**config.mk**
```make
export PLATFORM = sky130hd
export DESIGN_NAME = triangle_pixel_scanner
export DESIGN_NICKNAME = d
export VERILOG_FILES = /design/src/rtl/triangle_pixel_scanner.sv
export SDC_FILE = /design/constraint.sdc
export NUM_CORES = 1
export LEC_CHECK = 0
export CORE_MARGIN = 4
export CORE_UTILIZATION = 47
export DETAILED_ROUTE_END_ITERATION = 12
export GPL_ROUTABILITY_DRIVEN = 0
export HOLD_SLACK_MARGIN = 0.03
export PLACE_DENSITY = 0.8
export REMOVE_ABC_BUFFERS = 1
export SYNTH_ARGS = -nofsm -noshare
export SYNTH_HDL_FRONTEND = slang
export SYNTH_SLANG_ARGS = --single-unit
```
**constraint.sdc**
```tcl
create_clock -name i_clk -period 8.5 [get_ports i_clk]
set_clock_uncertainty 0.2 [all_clocks]
set_input_delay 1.7 -clock i_clk [delete_from_list [all_inputs] [get_ports i_clk]]
set_output_delay 1.7 -clock i_clk [all_outputs]
set_load 0.05 [all_outputs]
```
**src/rtl/triangle_pixel_scanner.sv**
```systemverilog
// Triangle front end: latches three Q16.16 vertices, builds the screen-clamped integer
// bounding box and emits every pixel inside it, one per cycle, in raster order.
module triangle_pixel_scanner #(
  parameter int SCREEN_W  = 320,
  parameter int SCREEN_H  = 240,
  parameter int FRAC_BITS = 16
) (
  input  logic               i_clk,
  input  logic               i_rst_n,
  input  logic               i_start,
  input  logic signed [31:0] i_v1_x,
  input  logic signed [31:0] i_v1_y,
  input  logic signed [31:0] i_v2_x,
  input  logic signed [31:0] i_v2_y,
  input  logic signed [31:0] i_v3_x,
  input  logic signed [31:0] i_v3_y,
  input  logic               i_stall,
  output logic               o_busy,
  output logic               o_done,
  output logic               o_write_enable,
  output logic signed [15:0] o_x_pos,
  output logic signed [15:0] o_y_pos,
  output logic signed [31:0] o_vp_x,
  output logic signed [31:0] o_vp_y,
  output logic signed [31:0] o_v1_x,
  output logic signed [31:0] o_v1_y,
  output logic signed [31:0] o_v2_x,
  output logic signed [31:0] o_v2_y,
  output logic signed [31:0] o_v3_x,
  output logic signed [31:0] o_v3_y
);

  // Pixel-output handshake: o_write_enable=1 marks o_x_pos/o_y_pos/o_vp_* valid for one
  // cycle; i_stall=1 (downstream not ready) holds the pending pixel and drops the enable.
  typedef enum logic [1:0] {ST_IDLE, ST_BBOX, ST_SCAN, ST_DONE} state_e;

  localparam logic signed [31:0] X_LAST = 32'(SCREEN_W - 1);
  localparam logic signed [31:0] Y_LAST = 32'(SCREEN_H - 1);
  localparam logic signed [31:0] HALF   = 32'sd1 <<< (FRAC_BITS - 1);

  state_e             state_q;
  logic               busy_q, done_q, we_q;
  logic signed [31:0] v1x_q, v1y_q, v2x_q, v2y_q, v3x_q, v3y_q;
  logic signed [15:0] xmin_q, xmax_q, ymin_q, ymax_q;
  logic signed [15:0] x_q, y_q, xpos_q, ypos_q;
  logic signed [31:0] vpx_q, vpy_q;

  logic signed [31:0] min_x_d, max_x_d, min_y_d, max_y_d;
  logic signed [31:0] lo_x_d, hi_x_d, lo_y_d, hi_y_d;
  logic signed [31:0] vpx_d, vpy_d;
  logic               empty_d, last_d;

  function automatic logic signed [31:0] min3(input logic signed [31:0] a, b, c);
    logic signed [31:0] m;
    m = (a < b) ? a : b;
    return (m < c) ? m : c;
  endfunction

  function automatic logic signed [31:0] max3(input logic signed [31:0] a, b, c);
    logic signed [31:0] m;
    m = (a > b) ? a : b;
    return (m > c) ? m : c;
  endfunction

  always_comb begin
    // Arithmetic shift of the signed extreme is floor() for negative coordinates too.
    min_x_d = min3(v1x_q, v2x_q, v3x_q) >>> FRAC_BITS;
    max_x_d = max3(v1x_q, v2x_q, v3x_q) >>> FRAC_BITS;
    min_y_d = min3(v1y_q, v2y_q, v3y_q) >>> FRAC_BITS;
    max_y_d = max3(v1y_q, v2y_q, v3y_q) >>> FRAC_BITS;
    lo_x_d  = (min_x_d < 32'sd0) ? 32'sd0 : min_x_d;
    hi_x_d  = (max_x_d > X_LAST) ? X_LAST : max_x_d;
    lo_y_d  = (min_y_d < 32'sd0) ? 32'sd0 : min_y_d;
    hi_y_d  = (max_y_d > Y_LAST) ? Y_LAST : max_y_d;
    empty_d = (lo_x_d > hi_x_d) || (lo_y_d > hi_y_d);
    last_d  = (x_q == xmax_q) && (y_q == ymax_q);
    vpx_d   = (32'(x_q) <<< FRAC_BITS) + HALF;
    vpy_d   = (32'(y_q) <<< FRAC_BITS) + HALF;
  end

  always_ff @(posedge i_clk or negedge i_rst_n) begin
    if (!i_rst_n) begin
      state_q <= ST_IDLE;
      busy_q  <= 1'b0;
      done_q  <= 1'b0;
      we_q    <= 1'b0;
      v1x_q   <= '0;
      v1y_q   <= '0;
      v2x_q   <= '0;
      v2y_q   <= '0;
      v3x_q   <= '0;
      v3y_q   <= '0;
      xmin_q  <= '0;
      xmax_q  <= '0;
      ymin_q  <= '0;
      ymax_q  <= '0;
      x_q     <= '0;
      y_q     <= '0;
      xpos_q  <= '0;
      ypos_q  <= '0;
      vpx_q   <= '0;
      vpy_q   <= '0;
    end else begin
      case (state_q)
        ST_IDLE: begin
          we_q   <= 1'b0;
          done_q <= 1'b0;
          busy_q <= 1'b0;
          if (i_start) begin
            v1x_q   <= i_v1_x;
            v1y_q   <= i_v1_y;
            v2x_q   <= i_v2_x;
            v2y_q   <= i_v2_y;
            v3x_q   <= i_v3_x;
            v3y_q   <= i_v3_y;
            busy_q  <= 1'b1;
            state_q <= ST_BBOX;
          end
        end
        ST_BBOX: begin
          // Truncation to 16 bits is safe whenever the box is non-empty.
          xmin_q  <= lo_x_d[15:0];
          xmax_q  <= hi_x_d[15:0];
          ymin_q  <= lo_y_d[15:0];
          ymax_q  <= hi_y_d[15:0];
          x_q     <= lo_x_d[15:0];
          y_q     <= lo_y_d[15:0];
          state_q <= empty_d ? ST_DONE : ST_SCAN;
        end
        ST_SCAN: begin
          if (i_stall) begin
            we_q <= 1'b0;
          end else begin
            we_q   <= 1'b1;
            xpos_q <= x_q;
            ypos_q <= y_q;
            vpx_q  <= vpx_d;
            vpy_q  <= vpy_d;
            if (last_d) begin
              state_q <= ST_DONE;
            end else if (x_q < xmax_q) begin
              x_q <= x_q + 16'sd1;
            end else begin
              x_q <= xmin_q;
              y_q <= y_q + 16'sd1;
            end
          end
        end
        ST_DONE: begin
          we_q    <= 1'b0;
          done_q  <= 1'b1;
          state_q <= ST_IDLE;
        end
        default: state_q <= ST_IDLE;
      endcase
    end
  end

  assign o_busy         = busy_q;
  assign o_done         = done_q;
  assign o_write_enable = we_q;
  assign o_x_pos        = xpos_q;
  assign o_y_pos        = ypos_q;
  assign o_vp_x         = vpx_q;
  assign o_vp_y         = vpy_q;
  assign o_v1_x         = v1x_q;
  assign o_v1_y         = v1y_q;
  assign o_v2_x         = v2x_q;
  assign o_v2_y         = v2y_q;
  assign o_v3_x         = v3x_q;
  assign o_v3_y         = v3y_q;

endmodule

```
==> impl_metrics.ini, run 1 <==
[floorplanning]
io_pins = 487
row_count = 78
die_area_sq_mm = 0.0495
start_util_pct = 47.6
core_sq_mm = 0.0454
dieWidth_microns = 222
fp.dieH_microns = 222

[clock_network]
cts_resized = 0
ctsHoldBuffers = 0
post_cts_buffers = 0
cts.clk_slew.worst_paths_ns = 0.06
clock_latency_ns = 0.56
cts_buffers = 37
clockRootBuffer = clkbuf_16
cts.htree.levels = 2
cts_tree = built
clockBufferDepth = 3
clock-sinks = 309

[critical_path]
reg2reg_from = o_v2_y[25]
worst_setup_path_start_kind = register
crit_required_ns = 8.73
crit_fanout = 23
crit_type = register to register
cp.arrival_ns = 8.40
cpPeakStageDelay_ns = 0.42
worst_path_max_delay_cell = a2111oi_1
worstSetupEndpointType = register
cp-startpoint = o_v2_y[25]

[yosys]
netlist_area_sq_mm = 0.0216
ys.flop_type = dfrtp_1
ys_ff_latch = 309
synth_warnings = 0
synth_cell_type_count = 76
avgSynthCellArea_sq_um = 10.1
seq_area_frac_synth_pct = 35.8
synth-edff-count = 0
synthCells = 2135
ys_async_sr_fraction_pct = 100

[detailed_routing]
drc = 0
dr.pass1.iters = 5
ant_nets = 0
drtIter0Drc = 1339
avgRoutedWirePerCell_microns = 21.8
routed_wl_microns = 69000
vias = 18600
via_per_inst = 5.87

[sta]
timing.final.crit_share_pct = 96.0
hold_violations = 0
worst_slew_pin_slew_ns = 1.16
fin_crit_ns = 8.16
fmax_mhz = 123
hold_ws_ns = 0.288
maxSlewViolCount = 0
setup_viol = 0
relSlewSlack_pct = 23.0
tns_ns = 0

[layout]
fill_cells = 3616
area_growth_pct = 28.3
multi_input_area_sq_mm = 0.0126
diodes = 0
drive_gt1_share_pct = 17.3
nNetsFinal = 2978
seqCellArea_sq_mm = 0.00773
layout_common_cells = 455 x clkdlybuf4s50_1, 322 x mux2_2, 309 x dfrtp_1, 243 x ha_1, 163 x inv_1
final_common_cell = clkdlybuf4s50_1
utilization_pct = 61.1

[grt]
gr-total-overflow = 0
grt_usage_pct = 26.7
grt_max_degree = 127
grt_pass1_vias = 19200
antenna_found_initial = 1
grt_pass1_wl_microns = 107000

[placement]
hpwl_microns = 52600
io_buffers = 456

[outcome]
status = finished clean

[hold_path]
hold_path.startpoint = o_write_enable
hold_path_class = register to register

[run]
drv_cap = 0
## cells in the mapped netlist (all sizes together) (16+ instances only)
cell type	count	share of area, %
mux2	322	17
dfrtp	309	36
ha	244	14
inv	163	2.8
nand2	145	2.5
o21ai	128	3.0
nor2	86	1.5
a21oi	83	1.9
buf	83	2.7
clkbuf	69	1.2
nand3	54	1.3
mux2i	45	2.1
nand4	43	1.2
a21o	35	1.2
nor3	22	0.58
o21a	20	0.69
xnor2	18	0.73
xor2	17	0.69
nor2b	16	0.50
nor4	16	0.46
o31ai	16	0.58
## critical path: cells and delay by family (launching register included)
family | cells | cell delay, ns
flops | 1 | 0.40
compound gates | 18 | 3.75
simple gates | 6 | 0.99
buf+inv | 3 | 0.82
fa+ha+maj | 3 | 0.87
mux | 3 | 1.04
## worst paths after layout
path	to	slack, ns	depth (start not counted)
worst max-delay path	state_q[0]	0.34	33
worst min-delay path	o_write_enable	0.29	2
worst max register to register	state_q[0]	0.34	33
worst min register to register	o_write_enable	0.29	2
max in group asynchronous	o_v2_x[21]	5.24	3
min in group asynchronous	o_v3_y[21]	0.98	1
## through the flow
stage | instance area [sq um] | worst slack (ns) | instances
6_report | 27700 | 0.337 | 3164
5_1_grt | 27700 | -0.00960 | 3164
4_1_cts | 27700 | 0.262 | 3163
3_5_place_dp | 26500 | 0.358 | 3098
3_3_place_gp | 26500 | 0.630 | 3098
2_1_floorplan | 20900 | -2.96 | 2012
## metal layers
layer / up-vias / global-route usage, % / part of all wire, %
met1: 9062 / 32.3 / 39
met2: 867 / 47.3 / 49
met5: - / 0 / 0.016
met4: 2 / 9.82 / 4.0
met3: 187 / 5.09 / 7.4
li1: 8469 / - / -
## flip-flops by register name (all words and copies together) (netlist names), 16 cells and up
signal	flops
o_v3_x	32
o_x_pos	16
y_q	16
o_v1_x	32
o_v2_y	32
ymax_q	16
xmax_q	16
o_v2_x	32
x_q	16
o_v3_y	32
o_v1_y	32
## kinds of logic (layout without fill, tap and decap cells)
| group | Yosys count | count (layout) | share of synthesized area [%] |
|---|---|---|---|
| AND/OR/NAND/NOR | 448 | 448 | 10.2 |
| AO/OA/AOI/OAI | 414 | 415 | 12.8 |
| multiplexers | 367 | 367 | 18.9 |
| buffers and inverters | 317 | 716 | 6.80 |
| flip-flops | 309 | 309 | 35.8 |
| adder cells (fa/ha/maj) | 244 | 244 | 14.1 |
| XOR/XNOR | 35 | 35 | 1.42 |
| other | 1 | 30 | 0.0173 |
## cell type report
cell class                      count  area share [%]
Multi-Input combinational cell   1539            45.4
Sequential cell                   309            27.9
Timing Repair Buffer              486            17.3
Clock buffer                       55            4.10
Tap cell                          600            2.71
Inverter                          165            2.23
Clock inverter                     10           0.325
Power of run 1 is not shown: default switching activity piles up to over one toggle a cycle in this logic, so the estimate is an artifact.
==> run 2: changes to the inputs <==
- ABC_CLOCK_PERIOD_IN_PS: unset -> 8500
- TNS_END_PERCENT: unset -> 100
==> results of run 2 <==
No change in the layout: final DEF, timing and power equal those of run 1.
Power of run 2 is left out for the same reason.
==> run 3: changes to the inputs <==
- CORE_MARGIN: 4 -> 5
==> run 3 against run 2 <==
Compared with the run above:
- flip-flop and latch count is the same
- via count shrank 1.4%
- critical path depth shrank 4
- global-route usage shrank 0.63 points
- maximum frequency grew 1.1%
- clock-buffer cell count shrank 1
- routed wire length shrank 0.76%
- cell area shrank 0.11%
- worst setup slack gained 0.088 ns
- critical endpoint unchanged
- largest cell class unchanged
==> impl_metrics.ini, run 3 (synthesis gave the netlist of run 1 again) <==
[hold_path]
holdPathStages = 1
holdPathEnd = o_vp_x[15]
hold_path_class = register to register
hold_path.startpoint = o_vp_x[15]

[floorplanning]
fp.dieH_microns = 224
row_count = 78
core_sq_mm = 0.0455
start_util_pct = 47.5
dieWidth_microns = 224
io_pins = 487
die_area_sq_mm = 0.0504

[detailed_routing]
drtIter0Drc = 1277
ant_nets = 0
vias = 18300
via_per_inst = 5.80
drc = 0
routed_wl_microns = 68400
dr.pass1.iters = 5
avgRoutedWirePerCell_microns = 21.7

[critical_path]
reg2regPathDepth = 29
ff2ff_setup_slack_ns = 0.42
cpPeakStageDelay_ns = 0.51
crit_type = register to register
worst_path_max_delay_cell = a2111oi_0
worst_setup_path_start_kind = register
r2r-end = state_q[0]
crit_fanout = 20
crit_required_ns = 8.73
reg2reg_from = o_v2_x[25]
worstSetupEndpointType = register
cp.arrival_ns = 8.31

[grt]
grt_max_degree = 135
grt_pass1_wl_microns = 106000
gr-total-overflow = 0
grt_pass1_vias = 19100
grt_usage_pct = 26.0
antenna_found_initial = 1

[clock_network]
clock_latency_ns = 0.56
cts_buffers = 38
clockRootBuffer = clkbuf_16
cts.clk_slew.worst_paths_ns = 0.06
clockBufferDepth = 3
clock-sinks = 309
cts.htree.levels = 2
post_cts_buffers = 0
cts_tree = built
ctsHoldBuffers = 0

[layout]
drive_gt1_share_pct = 17.4
fill_cells = 3647
multi_input_area_sq_mm = 0.0126
area_growth_pct = 28.1
seqCellArea_sq_mm = 0.00773
diodes = 0
nNetsFinal = 2971
final_common_cell = clkdlybuf4s50_1
layout_common_cells = 455 x clkdlybuf4s50_1, 322 x mux2_2, 309 x dfrtp_1, 243 x ha_1, 163 x inv_1

[sta]
rsz0062_at_grt = no
relSlewSlack_pct = 20.1
maxSlewViolCount = 0
setup_viol = 0
worst_slew_pin_slew_ns = 1.20
timing.final.crit_share_pct = 95.0
fmax_mhz = 124
fin_crit_ns = 8.08
hold_violations = 0
hold_ws_ns = 0.310

[placement]
hpwl_microns = 52300
io_buffers = 456

[outcome]
status = finished clean

[run]
drv_cap = 0
[run 3: layout make-up]
| type | count | area share [%] |
|---|---|---|
| clock inverters | 14 | 0.429 |
| repair buffers | 478 | 17.2 |
| well taps | 600 | 2.71 |
| clock buffers | 54 | 3.94 |
| inverters | 165 | 2.24 |
| flip-flops and latches | 309 | 27.9 |
| multi-input cells | 1539 | 45.6 |
[run 3: stage by stage]
stage	setup TNS [ns]	setup WS, ns	area (sq um)	util, %	cells
6_report	0	0.425	27700	60.9	3159
5_1_grt	0	0.000139	27700	60.9	3159
4_1_cts	0	0.105	27600	60.8	3158
3_5_place_dp	0	0.138	26400	58.1	3090
3_3_place_gp	0	0.360	26400	58.1	3090
2_1_floorplan	-22.13	-2.96	20900	-	2012
[run 3: layer usage]
layer / share of wire, % / vias up / GRT usage, %
li1: - / 8453 / -
met1: 39 / 8913 / 31.4
met2: 50 / 791 / 46.0
met3: 7.7 / 164 / 5.49
met4: 3.7 / 2 / 9.33
met5: 0.016 / - / 0
[run 3: worst max-delay path: cells and delay by family (launching register included)]
kind                       cells  cell delay [ns]
muxes                          3             1.05
DFF                            1             0.47
and+or+nand+nor                8             1.25
buffers and inverters          2             0.39
adders and majority gates      3             0.94
AOI/OAI and AO/OA             13             3.62
[run 3: how the worst max path moves through the flow]
stage	endpoint	slack [ns]	start
6_report	state_q[0]	0.42	o_v2_x[25]
4_1_cts	state_q[0]	0.10	o_v2_y[25]
5_1_grt	state_q[0]	0.0001	o_v2_y[25]
2_1_floorplan	state_q[0]	-2.96	o_v2_x[25]
3_3_place_gp	state_q[0]	0.36	o_v2_x[13]
3_5_place_dp	state_q[0]	0.14	o_v2_y[25]
[run 3: what timing repair did]
action                                  4_1_cts  5_1_grt
endpoints found under the setup margin        0        1
hold endpoints to repair                      0        0
gates resized for setup                       0       11
Power of run 3 is left out for the same reason.
